### src/rtl/cdb_pkg.sv
// Shared types for the common data bus arbiter: source encoding and the broadcast entry.
// Entry widths are fixed here; cdb_arbiter defaults its DATA_W/TAG_W to these values.
package cdb_pkg;

    localparam int CDB_DATA_W = 32;
    localparam int CDB_TAG_W  = 4;

    typedef enum logic {
        SRC_ALU = 1'b0,
        SRC_LSB = 1'b1
    } src_t;

    typedef struct packed {
        logic [CDB_TAG_W-1:0]  tag;
        logic [CDB_DATA_W-1:0] val;
        logic                  is_jump;
        logic [CDB_DATA_W-1:0] jump_pc;
    } cdb_entry_t;

endpackage

### src/rtl/cdb_fifo.sv
// Small power-of-two FIFO with wrapping pointers and a separate occupancy count.
// The caller guarantees push only when not full and pop only when not empty.
module cdb_fifo #(
    parameter int DEPTH = 4,
    parameter int WIDTH = 8
) (
    input  logic                     clk,
    input  logic                     rst,
    input  logic                     push,
    input  logic                     pop,
    input  logic                     flush,
    input  logic [WIDTH-1:0]         din,
    output logic [WIDTH-1:0]         dout,
    output logic [$clog2(DEPTH):0]   count
);

    localparam int PTR_W = $clog2(DEPTH);

    logic [WIDTH-1:0] mem [DEPTH];
    logic [PTR_W-1:0] rd_ptr;
    logic [PTR_W-1:0] wr_ptr;

    // NOTE: sequential state uses <= so every flop samples pre-edge values; = here would race.
    always_ff @(posedge clk) begin
        if (!rst) begin
            rd_ptr <= '0;
            wr_ptr <= '0;
            count  <= '0;
        end else if (flush) begin
            rd_ptr <= '0;
            wr_ptr <= '0;
            count  <= '0;
        end else begin
            if (push) wr_ptr <= wr_ptr + 1'b1;
            if (pop)  rd_ptr <= rd_ptr + 1'b1;
            case ({push, pop})
                2'b10:   count <= count + 1'b1;
                2'b01:   count <= count - 1'b1;
                default: count <= count;
            endcase
        end
    end

    // NOTE: storage is not reset; the count alone decides validity, so this maps onto plain RAM.
    always_ff @(posedge clk) begin
        if (rst && push && !flush) mem[wr_ptr] <= din;
    end

    assign dout = mem[rd_ptr];

endmodule

### src/rtl/cdb_arbiter.sv
// Round-robin arbiter of ALU and load/store results onto one registered CDB.
// Define CDB_BYPASS_EN to let an entry skip its FIFO when both FIFOs are empty.
module cdb_arbiter
    import cdb_pkg::*;
#(
    parameter int DATA_W = CDB_DATA_W,
    parameter int TAG_W  = CDB_TAG_W,
    parameter int DEPTH  = 4
) (
    input  logic              clk,
    input  logic              rst,
    input  logic              rdy,
    input  logic              clear,
    input  logic              alu_valid,
    input  logic [TAG_W-1:0]  alu_tag,
    input  logic [DATA_W-1:0] alu_val,
    input  logic              alu_is_jump,
    input  logic [DATA_W-1:0] alu_jump_pc,
    output logic              alu_ready,
    input  logic              lsb_valid,
    input  logic [TAG_W-1:0]  lsb_tag,
    input  logic [DATA_W-1:0] lsb_val,
    output logic              lsb_ready,
    output logic              cdb_valid,
    output logic [TAG_W-1:0]  cdb_tag,
    output logic [DATA_W-1:0] cdb_val,
    output logic              cdb_is_jump,
    output logic [DATA_W-1:0] cdb_jump_pc,
    output logic              cdb_src
);

    localparam int              CNT_W = $clog2(DEPTH) + 1;
    localparam logic [CNT_W-1:0] FULL = CNT_W'(DEPTH);

    cdb_entry_t       alu_in, lsb_in, alu_head, lsb_head, grant_entry;
    logic [CNT_W-1:0] alu_count, lsb_count;
    logic             alu_empty, lsb_empty;
    logic             alu_push, lsb_push, alu_pop, lsb_pop, flush;
    logic             grant_valid, grant_byp;
    src_t             grant_src, last_grant, rr_pick;

    // Load/store entries carry no branch information.
    assign alu_in = '{tag: alu_tag, val: alu_val, is_jump: alu_is_jump, jump_pc: alu_jump_pc};
    assign lsb_in = '{tag: lsb_tag, val: lsb_val, is_jump: 1'b0, jump_pc: '0};

    assign alu_empty = (alu_count == '0);
    assign lsb_empty = (lsb_count == '0);
    assign alu_ready = rst && rdy && (alu_count < FULL);
    assign lsb_ready = rst && rdy && (lsb_count < FULL);
    assign flush     = clear && rdy;
    assign rr_pick   = (last_grant == SRC_ALU) ? SRC_LSB : SRC_ALU;

    // NOTE: every output of this block gets a default first, so no path leaves a latch.
    always_comb begin
        alu_push    = alu_valid && alu_ready && !clear;
        lsb_push    = lsb_valid && lsb_ready && !clear;
        grant_valid = 1'b0;
        grant_byp   = 1'b0;
        grant_src   = SRC_ALU;
        if (!alu_empty && !lsb_empty) begin
            grant_valid = 1'b1;
            grant_src   = rr_pick;
        end else if (!alu_empty) begin
            grant_valid = 1'b1;
            grant_src   = SRC_ALU;
        end else if (!lsb_empty) begin
            grant_valid = 1'b1;
            grant_src   = SRC_LSB;
        end
`ifdef CDB_BYPASS_EN
        else if (alu_push || lsb_push) begin
            grant_valid = 1'b1;
            grant_byp   = 1'b1;
            if (alu_push && lsb_push) grant_src = rr_pick;
            else if (lsb_push)        grant_src = SRC_LSB;
            // The bypassed entry goes straight to the bus; only the loser is queued.
            if (grant_src == SRC_ALU) alu_push = 1'b0;
            else                      lsb_push = 1'b0;
        end
`endif
        alu_pop = grant_valid && !grant_byp && (grant_src == SRC_ALU) && rdy && !clear;
        lsb_pop = grant_valid && !grant_byp && (grant_src == SRC_LSB) && rdy && !clear;
        if (grant_byp) grant_entry = (grant_src == SRC_ALU) ? alu_in : lsb_in;
        else           grant_entry = (grant_src == SRC_ALU) ? alu_head : lsb_head;
    end

    cdb_fifo #(.DEPTH(DEPTH), .WIDTH($bits(cdb_entry_t))) u_alu_fifo (
        .clk   (clk),
        .rst   (rst),
        .push  (alu_push),
        .pop   (alu_pop),
        .flush (flush),
        .din   (alu_in),
        .dout  (alu_head),
        .count (alu_count)
    );

    cdb_fifo #(.DEPTH(DEPTH), .WIDTH($bits(cdb_entry_t))) u_lsb_fifo (
        .clk   (clk),
        .rst   (rst),
        .push  (lsb_push),
        .pop   (lsb_pop),
        .flush (flush),
        .din   (lsb_in),
        .dout  (lsb_head),
        .count (lsb_count)
    );

    always_ff @(posedge clk) begin
        if (!rst) begin
            cdb_valid   <= 1'b0;
            cdb_tag     <= '0;
            cdb_val     <= '0;
            cdb_is_jump <= 1'b0;
            cdb_jump_pc <= '0;
            cdb_src     <= SRC_ALU;
            last_grant  <= SRC_LSB;
        end else if (rdy) begin
            if (clear) begin
                // Parking on LSB hands the first post-flush tie to the ALU.
                cdb_valid  <= 1'b0;
                last_grant <= SRC_LSB;
            end else if (grant_valid) begin
                cdb_valid   <= 1'b1;
                cdb_tag     <= grant_entry.tag;
                cdb_val     <= grant_entry.val;
                cdb_is_jump <= grant_entry.is_jump;
                cdb_jump_pc <= grant_entry.jump_pc;
                cdb_src     <= grant_src;
                last_grant  <= grant_src;
            end else begin
                cdb_valid <= 1'b0;
            end
        end
    end

endmodule

### config.mk
export PLATFORM = sky130hd
export DESIGN_NAME = cdb_arbiter
export DESIGN_NICKNAME = d
export VERILOG_FILES = /design/src/rtl/cdb_pkg.sv /design/src/rtl/cdb_fifo.sv /design/src/rtl/cdb_arbiter.sv
export SDC_FILE = /design/constraint.sdc
export NUM_CORES = 1
export LEC_CHECK = 0
export ABC_CLOCK_PERIOD_IN_PS = 3000
export BUFFER_PORTS_ARGS = -buffer_cell sky130_fd_sc_hd__buf_2
export CAP_MARGIN = 20
export CORE_AREA = 2 2 255 194
export DETAILED_ROUTE_END_ITERATION = 16
export DIE_AREA = 0 0 257 196
export PLACE_DENSITY = 0.67
export SYNTH_ARGS = -nofsm -noshare
export SYNTH_HDL_FRONTEND = slang
export SYNTH_SLANG_ARGS = --single-unit
### constraint.sdc
create_clock -name clk -period 3 [get_ports clk]
set_input_delay 0.15 -clock clk [delete_from_list [all_inputs] [get_ports clk]]
set_output_delay 0.15 -clock clk [all_outputs]
set_load 0.005 [all_outputs]
==> results of run 1 <==
==> metrics by stage <==
step | total power [µW] | setup WS [ps] | area, µm² | cells
after CTS | 14730 | 522.0 | 23520 | 1946
after global placement | 8213 | 588.2 | 20780 | 1746
after detailed placement | 8228 | 525.9 | 20780 | 1746
final | 14560 | 490.9 | 23530 | 1951
after global routing | 15050 | 332.1 | 23530 | 1951
after floorplan | 8031 | 120.8 | 19010 | 941
==> final timing paths <==
check	from	to	slack (ps)	cells after the start
min reg2reg	cdb_jump_pc[13]	cdb_jump_pc[13]	460	2
min	lsb_valid	u_lsb_fifo.wr_ptr[0]	40	4
max reg2reg	u_alu_fifo.count[2]	u_lsb_fifo.count[2]	490	9
max	u_alu_fifo.count[2]	u_lsb_fifo.count[2]	490	9
==> cells by family (layout without fill, tap and decap cells) <==
kind of cell / Yosys count / in the layout / share of synthesized area, %
AOI/OAI and AO/OA: 123 / 123 / 3.909
xor gates and xnor gates: 8 / 8 / 0.3685
adders and majority gates: 12 / 12 / 0.8686
buffers and inverters: 67 / 424 / 2.132
DFF: 510 / 510 / 75.80
muxes: 143 / 143 / 14.44
other: 0 / 5 / 0
and+or+nand+nor: 78 / 78 / 2.481
==> what timing repair did <==
action,in CTS,in global routing
endpoints found under the hold margin,423,0
resized for setup,0,0
hold buffers,106,0
endpoints found under the setup margin,0,0
==> cells in the final DEF, fill, tap and decap left out, types with 5 or more instances in the layout <==
| cell | count |
|---|---|
| clkinv_2 | 7 |
| dfxtp_1 | 86 |
| buf_4 | 14 |
| nor2b_1 | 33 |
| buf_12 | 13 |
| o21ai_1 | 18 |
| bufinv_16 | 6 |
| diode_2 | 5 |
| nand2_1 | 6 |
| clkbuf_16 | 51 |
| nor2_1 | 16 |
| edfxtp_1 | 420 |
| buf_2 | 183 |
| inv_1 | 14 |
| mux2i_1 | 38 |
| clkbuf_1 | 19 |
| a22oi_1 | 32 |
| dlygate4sd3_1 | 106 |
| a21oi_1 | 41 |
| o21ai_0 | 20 |
| ha_1 | 10 |
| mux4_2 | 105 |
==> sequential cells by signal, summed over array words and instances, names as in the netlist, 3 cells and up, named ones only <==
name / flops
cdb_tag: 4
u_lsb_fifo.mem: 144
u_alu_fifo.mem: 276
u_lsb_fifo.count: 3
cdb_jump_pc: 32
u_alu_fifo.count: 3
cdb_val: 32
==> worst min-delay path, stage by stage <==
cell and delay [ps]:
buf_2 100, nor4b_4 150, xnor2_1 150, nor2_1 40
==> per-layer routing <==
metal	part of all wire [%]	wire length, µm	track usage (%)	up-vias
met5	0.051	21	0	-
met4	2.0	813	4.759	4
met3	5.8	2353	3.320	68
met2	46	18660	25.13	261
met1	47	19060	23.51	5046
li1	-	-	-	4425
==> layout make-up <==
type / count / area (µm²)
fill: 3988 / 24550
timing repair buffer: 316 / 2342
clock inverter: 20 / 275.3
multi-input combinational: 364 / 4212
tap: 648 / 810.8
inverter: 14 / 52.55
clock buffer: 74 / 1403
antenna: 5 / 12.51
sequential: 510 / 14430
==> report_power, final <==
part | internal [µW] | switching (µW)
combinational | 240 | 231
clock | 3770 | 2600
sequential | 7700 | 21.1
==> flow_summary.toml, run 1 <==
[status]
status = "finished clean"

[worst_setup_path]
cp_cell_sequence = "o31ai_1 > nand3_1 > inv_1 > ha_1 > inv_1 > fa_1 > xor2_1 > or3_1 > a21oi_1"
worst_setup_path_start_kind = "flip-flop"
path_buf_inv = 2
cp_slowest_cell = "o31ai_1"
critPathCaptureType = "flip-flop"
crit_path_max_fanout = 6
slowest_delay_ps = 490
path_delay_family = "compound AO/OA/AOI/OAI gates"
setup.worst_path.class = "flip-flop to flip-flop"
arrival_ps = 3030
crit_top_cell = "inv_1"
required_ps = 3520

[synthesis]
synthTopCellsByCount = "420 x edfxtp_1, 105 x mux4_2, 90 x dfxtp_1, 41 x a21oi_1, 38 x mux2i_1"
yosys_warnings = 0
syn-cell-area_um2 = 19010
syn_avg_cell_area_um2 = 20.21
synth_top_flop_cell = "edfxtp_1"
yosys.area.top_type_share_pct = 66.33
ys_ff_latch = 510
ys_types = 41
synth_top_area_cell = "edfxtp_1"
synthArstFlopShare_pct = 0
synthTopCellsByArea = "edfxtp_1 66%, mux4_2 12%, dfxtp_1 9.5%"
synth_most_common_cell = "edfxtp_1"
syn-instance-count = 941
synth-edff-count = 420
yosysSeqAreaShare_pct = 75.80
synth_nets = 1064

[cts]
clk_pin_slew_ps = 60
clockBufferDepth = 3
numClockSinks = 510
cts_setup_buffers = 0
cts_made_buffers = 50
cts_max_level = 2
cts_tree = "done"
worst_skew_pair.late_latency_ps = 590
cts_root_buf = "clkbuf_16"

[detailed_routing]
antenna_left = 0
drtPass1Iterations = 5
viasPerCell = 5.025
wirelength_um = 40900
vias = 9804
drc = 0
wl_per_cell_um = 20.97
first_iter_violations = 666

[pwr]
ir_worst_vdd_mv = 0.4147
p_per_area_nw_per_um2 = 618.5
leakage_uw = 0.008107

[min_path]
hold_path.class = "primary input to flip-flop"

[timing]
fin_worst_skew_ps = 26.91
final.setup.tns_ps = 0
max_freq_mhz = 398.5
worstMarginPinSlew_ps = 878.2
setup_viol = 0
relSlewSlack_pct = 41.45
final_max_slew_viol_count = 0
hold_violations = 0
min_period_over_period_pct = 83.64
hold_ws_ps = 40.86
rsz0062_at_grt = "false"
layout_min_cycle_time_ps = 2509

[grt]
grt_pass1_vias = 10080
grt-ovfl-total = 0
grtUsageTotal_pct = 16.28
grt_pass1_wl_um = 61800
antenna_found_initial = 7
grt_max_degree = 74

[die]
fp.dieH_um = 196
dieArea_um2 = 50370
start_util_pct = 39.54
rows = 70
core_um2 = 48080
io-pin-count = 184
die_x_um = 257

[cells_and_area]
drive_gt1_share_pct = 31.28
nets = 1379
area_growth_pct = 23.77
final_util_pct = 48.94

[placement]
portBuffers = 183
gp_congestion = 0.7598
hpwlAfterDp_um = 24470

[flow_run]
cap_violations = 0
No activity file was read; power rests on OpenSTA's default activity.
==> inputs of run 2 (changes only) <==
--- a/config.mk
+++ b/config.mk
@@ -5,13 +5,13 @@
 export SDC_FILE = /design/constraint.sdc
 export NUM_CORES = 1
 export LEC_CHECK = 0
-export ABC_CLOCK_PERIOD_IN_PS = 3000
+export ABC_CLOCK_PERIOD_IN_PS = 2340
 export BUFFER_PORTS_ARGS = -buffer_cell sky130_fd_sc_hd__buf_2
 export CAP_MARGIN = 20
 export CORE_AREA = 2 2 255 194
 export DETAILED_ROUTE_END_ITERATION = 16
 export DIE_AREA = 0 0 257 196
-export PLACE_DENSITY = 0.67
+export PLACE_DENSITY = 0.65
 export SYNTH_ARGS = -nofsm -noshare
 export SYNTH_HDL_FRONTEND = slang
 export SYNTH_SLANG_ARGS = --single-unit
==> constraint.sdc (replaced) <==
create_clock -name clk -period 2.34 [get_ports clk]
set_input_delay 0.117 -clock clk [delete_from_list [all_inputs] [get_ports clk]]
set_output_delay 0.117 -clock clk [all_outputs]
set_load 0.005 [all_outputs]
==> run 2 against run 1 <==
Against the previous run:
- global-route usage rose by 0.42 points
- fmax rose by 16%
- final cell count is 0.36% higher
- total power is 27% higher
- clock power up 25%
- clock-buffer cell count down 5
==> flow_summary.toml, run 2 (synthesized netlist as in run 1, its figures left out) <==
[status]
status = "finished clean"

[cells_and_area]
final_common_cell = "edfxtp_1"
top_register = "u_alu_fifo.mem"
nets = 1390
final_cell_mix = "420 x edfxtp_1, 182 x buf_2, 106 x dlygate4sd3_1"
area_growth_pct = 24.45
final_util_pct = 49.21
drive_gt1_share_pct = 32.80
largest_reg_flops = 276
largestRegisters = "u_alu_fifo.mem: 276 flops, u_lsb_fifo.mem: 144 flops"
n_fill_cell = 3934

[detailed_routing]
drc = 0
wl_per_cell_um = 21.20
antenna_left = 0
vias = 9829
first_iter_violations = 761
wirelength_um = 41500
viasPerCell = 5.020
drtPass1Iterations = 4

[timing]
min_period_over_period_pct = 92.61
rsz0062_at_grt = "false"
relSlewSlack_pct = 41.96
final.setup.tns_ps = 0
max_freq_mhz = 461.5
final_max_slew_viol_count = 0
layout_min_cycle_time_ps = 2167
setup_slack_ps = 172.9
worstMarginPinSlew_ps = 870.7
setup_viol = 0
fin_worst_skew_ps = 21.10
hold_violations = 0

[worst_setup_path]
crit_top_cell = "inv_1"
slowest_delay_ps = 370
crit_path_max_fanout = 4
cp_slowest_cell = "fa_1"
path_buf_inv = 2
worst_setup_path_start_kind = "flip-flop"
cp_cell_sequence = "o31ai_2 > nand3_1 > inv_1 > ha_1 > inv_1 > fa_1 > xor2_1 > or3_1 > a21oi_1"
setup.worst_path.class = "flip-flop to flip-flop"
ff2ff_setup_slack_ps = 170
reg2reg_from = "u_alu_fifo.count[1]"
required_ps = 2830
reg2reg_to = "u_lsb_fifo.count[2]"
path_delay_family = "adder cells"
r2r_cells = 9
critPathCaptureType = "flip-flop"
arrival_ps = 2660

[flow_run]
cap_violations = 0

[grt]
grt_pass1_vias = 10370
antenna_found_initial = 5
grt_pass1_wl_um = 63190
grt-ovfl-total = 0
grt_max_degree = 74
grtUsageTotal_pct = 16.70

[die]
io-pin-count = 184
rows = 70
die_x_um = 257
core_um2 = 48080
fp.dieH_um = 196
start_util_pct = 39.54
dieArea_um2 = 50370

[cts]
clockBufferDepth = 3
cts_setup_buffers = 0
worst_skew_pair.late_latency_ps = 590
clk_pin_slew_ps = 60
numClockSinks = 510
cts_root_buf = "clkbuf_16"
cts_max_level = 2
cts_tree = "done"
cts_made_buffers = 50

[pwr]
leakage_uw = 0.008176
p_per_area_nw_per_um2 = 781.3
ir_worst_vdd_mv = 0.5756

[placement]
portBuffers = 183
post-place-ws_ps = 104.3
hpwlAfterDp_um = 24610
gp_congestion = 0.7452

[min_path]
min_from = "clear"
hold_depth = 4
hold_path.class = "primary input to flip-flop"
## run 2: through the flow
| step | hold slack [ps] | instances | total power (µW) | area (µm²) |
|---|---|---|---|---|
| CTS | 83.22 | 1956 | 18720 | 23650 |
| floorplan | 215.9 | 941 | 10300 | 19020 |
| global route | 124.4 | 1956 | 19110 | 23660 |
| detailed placement | 333.4 | 1757 | 10560 | 20940 |
| finish | 116.2 | 1958 | 18490 | 23660 |
| global placement | 328.7 | 1757 | 10530 | 20940 |
## run 2: area by class of cell
cell class | count | area (µm²) | share of cell area (%)
Sequential cell | 510 | 14430 | 60.97
Multi-Input combinational cell | 364 | 4217 | 17.82
Tap cell | 648 | 810.8 | 3.426
Timing Repair Buffer | 327 | 2502 | 10.57
Clock buffer | 69 | 1424 | 6.017
Clock inverter | 24 | 224.0 | 0.9464
Inverter | 14 | 52.55 | 0.2221
Antenna cell | 2 | 5.005 | 0.02115
## run 2: how the worst max path moves through the flow
stage                        startpoint                  end  slack (ps)  depth (start not counted)
floorplan           u_alu_fifo.count[2]  u_alu_fifo.count[2]         100                         10
global placement    u_alu_fifo.count[2]  u_lsb_fifo.count[2]         160                          9
detailed placement  u_alu_fifo.count[2]  u_lsb_fifo.count[2]         100                          9
CTS                 u_alu_fifo.count[2]  u_lsb_fifo.count[2]          80                          9
global route        u_alu_fifo.count[1]  u_lsb_fifo.count[2]          30                          9
finish              u_alu_fifo.count[1]  u_lsb_fifo.count[2]         170                          9
## run 2: per-layer routing
metal	GRT usage, %	vias to the layer above	part of all wire (%)
li1	-	4464	-
met1	23.52	4997	45
met2	26.41	284	46
met3	3.592	76	6.3
met4	4.651	8	2.1
met5	0	-	0.12
## run 2: worst min-delay path, delay by kind of cell
kind,cells,cell delay [ps]
AO/OA/AOI/OAI,1,190
buffers and inverters,1,180
AND/OR/NAND/NOR,2,160
## run 2: timing repair
action	in CTS	in global routing
endpoints found under the hold margin	422	0
endpoints found under the setup margin	0	4
hold buffers	106	0
gates resized for setup	0	3
## run 2: report_power, final
part	switching, µW	internal [µW]	total (µW)	leakage, µW
clock network	3380	4600	7980	0.000801
registers	27.4	9870	9900	0.00451
logic	294	316	610	0.00286
total	3700	14800	18500	0.00818
==> inputs of run 3 (changes only) <==
--- a/config.mk
+++ b/config.mk
@@ -6,7 +6,7 @@
 export NUM_CORES = 1
 export LEC_CHECK = 0
 export ABC_CLOCK_PERIOD_IN_PS = 2340
-export BUFFER_PORTS_ARGS = -buffer_cell sky130_fd_sc_hd__buf_2
+export BUFFER_PORTS_ARGS = -buffer_cell sky130_fd_sc_hd__buf_4
 export CAP_MARGIN = 20
 export CORE_AREA = 2 2 255 194
 export DETAILED_ROUTE_END_ITERATION = 16
==> run 3 against run 2 <==
Against the previous run:
- design area rose by 2.1%
- critical path type unchanged
- final cell count up 0.15%
- register-to-register slack gained 30 ps
- critical path depth unchanged
- wire length is 0.14% lower
==> flow_summary.toml, run 3 (synthesized netlist as in run 1, its figures left out) <==
[cts]
clk_pin_slew_ps = 60
cts_max_level = 2
cts_root_buf = "clkbuf_16"
cts_made_buffers = 50
cts_setup_buffers = 0
cts_tree = "done"
clockBufferDepth = 3
worst_skew_pair.late_latency_ps = 580
numClockSinks = 510

[worst_setup_path]
reg2reg_to = "u_lsb_fifo.count[2]"
crit_top_cell = "inv_1"
crit_path_max_fanout = 4
cp_slowest_cell = "fa_1"
r2r_cells = 9
crit_start = "u_alu_fifo.count[0]"
path_buf_inv = 2
critPathCaptureType = "flip-flop"
setup.worst_path.class = "flip-flop to flip-flop"
cp-endpoint = "u_lsb_fifo.count[2]"
path_delay_family = "adder cells"
reg2reg_from = "u_alu_fifo.count[0]"
required_ps = 2840
ff2ff_setup_slack_ps = 200
cp_cell_sequence = "o31ai_2 > nand3_1 > inv_1 > ha_1 > inv_1 > fa_1 > xor2_1 > or3_1 > a21oi_1"
worst_setup_path_start_kind = "flip-flop"
cp.depth = 9
slowest_delay_ps = 370
arrival_ps = 2640

[pwr]
switching_share_pct = 19.62
p_switching_uw = 3667
p_per_area_nw_per_um2 = 773.3
total_power_uw = 18690
combPwrFrac_pct = 3.7
ir_worst_vdd_mv = 0.5178
clkPwrFrac_pct = 43.4
leakage_uw = 0.008305
seqPwrFrac_pct = 53.0
p_int_uw = 15020

[detailed_routing]
wirelength_um = 41440
first_iter_violations = 603
drtPass1Iterations = 5
viasPerCell = 5.025
antenna_left = 0
drc = 0
vias = 9854
wl_per_cell_um = 21.13

[status]
status = "finished clean"

[timing]
hold_violations = 0
layout_min_cycle_time_ps = 2138
worstMarginPinSlew_ps = 904.8
max_freq_mhz = 467.6
final.setup.tns_ps = 0
rsz0062_at_grt = "false"
fin_worst_skew_ps = 20.13
final_max_slew_viol_count = 0
relSlewSlack_pct = 39.68
min_period_over_period_pct = 91.39
setup_viol = 0

[grt]
grt_pass1_vias = 10570
antenna_found_initial = 4
grtUsageTotal_pct = 16.56
grt_max_degree = 74
grt_pass1_wl_um = 62820
grt-ovfl-total = 0

[die]
dieArea_um2 = 50370
start_util_pct = 39.54
fp.dieH_um = 196
rows = 70
die_x_um = 257
io-pin-count = 184
core_um2 = 48080

[placement]
portBuffers = 183
dp_cells = 1761
hpwlAfterDp_um = 24900
placed_area_um2 = 21430
gp_congestion = 0.7227

[cells_and_area]
largest_reg_flops = 276
seq_area_um2 = 14430
nets = 1394
top_register = "u_alu_fifo.mem"
drive_gt1_share_pct = 32.77
final_cell_mix = "420 x edfxtp_1, 207 x buf_4, 106 x dlygate4sd3_1"
n_fill_cell = 3892
final_cells = 1961
final_common_cell = "edfxtp_1"
final_util_pct = 50.26
fin_area_um2 = 24170
multi_input_area_um2 = 4228
largestRegisters = "u_alu_fifo.mem: 276 flops, u_lsb_fifo.mem: 144 flops"
area_growth_pct = 27.10

[flow_run]
cap_violations = 0

[min_path]
hold_path.class = "primary input to flip-flop"
run 3: worst reg2reg max path, delay by kind of cell (launching register included):
family,cells,cell delay [ps]
buffers and inverters,2,140
adder cells (fa/ha/maj),2,540
AND/OR/NAND/NOR,2,460
XOR/XNOR,1,160
flip-flops,1,340
AO/OA/AOI/OAI,2,440
run 3: power by group through the flow:
stage                     clock network (µW)  registers [µW]  logic (µW)
final                                   8110            9900         686
after detailed placement                   0           10100         539
after floorplan                            0           10100         204
after global routing                    8630            9900         742
after global placement                     0           10100         519
after CTS                               8310            9900         693
run 3: what timing repair did:
| item | 4_1_cts | 5_1_grt |
|---|---|---|
| hold endpoints to repair | 424 | 0 |
| setup endpoints to repair | 0 | 1 |
| resized for setup | 0 | 1 |
| hold buffers | 106 | 0 |
run 3: final cells by class:
class | instances | area share (%)
antenna | 1 | 0.01035
clock buffer | 72 | 6.026
clock inverter | 21 | 0.8956
inverter | 14 | 0.2174
multi-input combinational | 364 | 17.49
sequential | 510 | 59.69
tap | 648 | 3.355
timing repair buffer | 331 | 12.31
run 3: routing by layer:
metal	up-vias	share of wire, %	global-route usage, %
li1	4459	-	-
met5	-	0.13	0
met4	8	1.7	4.414
met3	61	4.5	3.023
met2	240	48	27.27
met1	5086	45	22.81
run 3: worst min path at each step:
stage,slack [ps],endpoint,depth (start not counted),startpoint
6_report,70,flip-flop,5,clear
5_1_grt,70,flip-flop,5,clear
4_1_cts,40,flip-flop,5,clear
3_5_place_dp,320,u_alu_fifo.mem[0][32],1,alu_is_jump
3_3_place_gp,320,u_alu_fifo.mem[2][11],1,alu_jump_pc[11]
2_1_floorplan,220,u_alu_fifo.mem[0][0],0,alu_jump_pc[0]
run 3: stage by stage:
stage	hold slack, ps	worst slack (ps)
floorplan	215.9	103.1
finish	65.71	201.5
global placement	317.3	198.6
CTS	38.36	126.1
global route	74.69	54.36
detailed placement	321.4	153.5
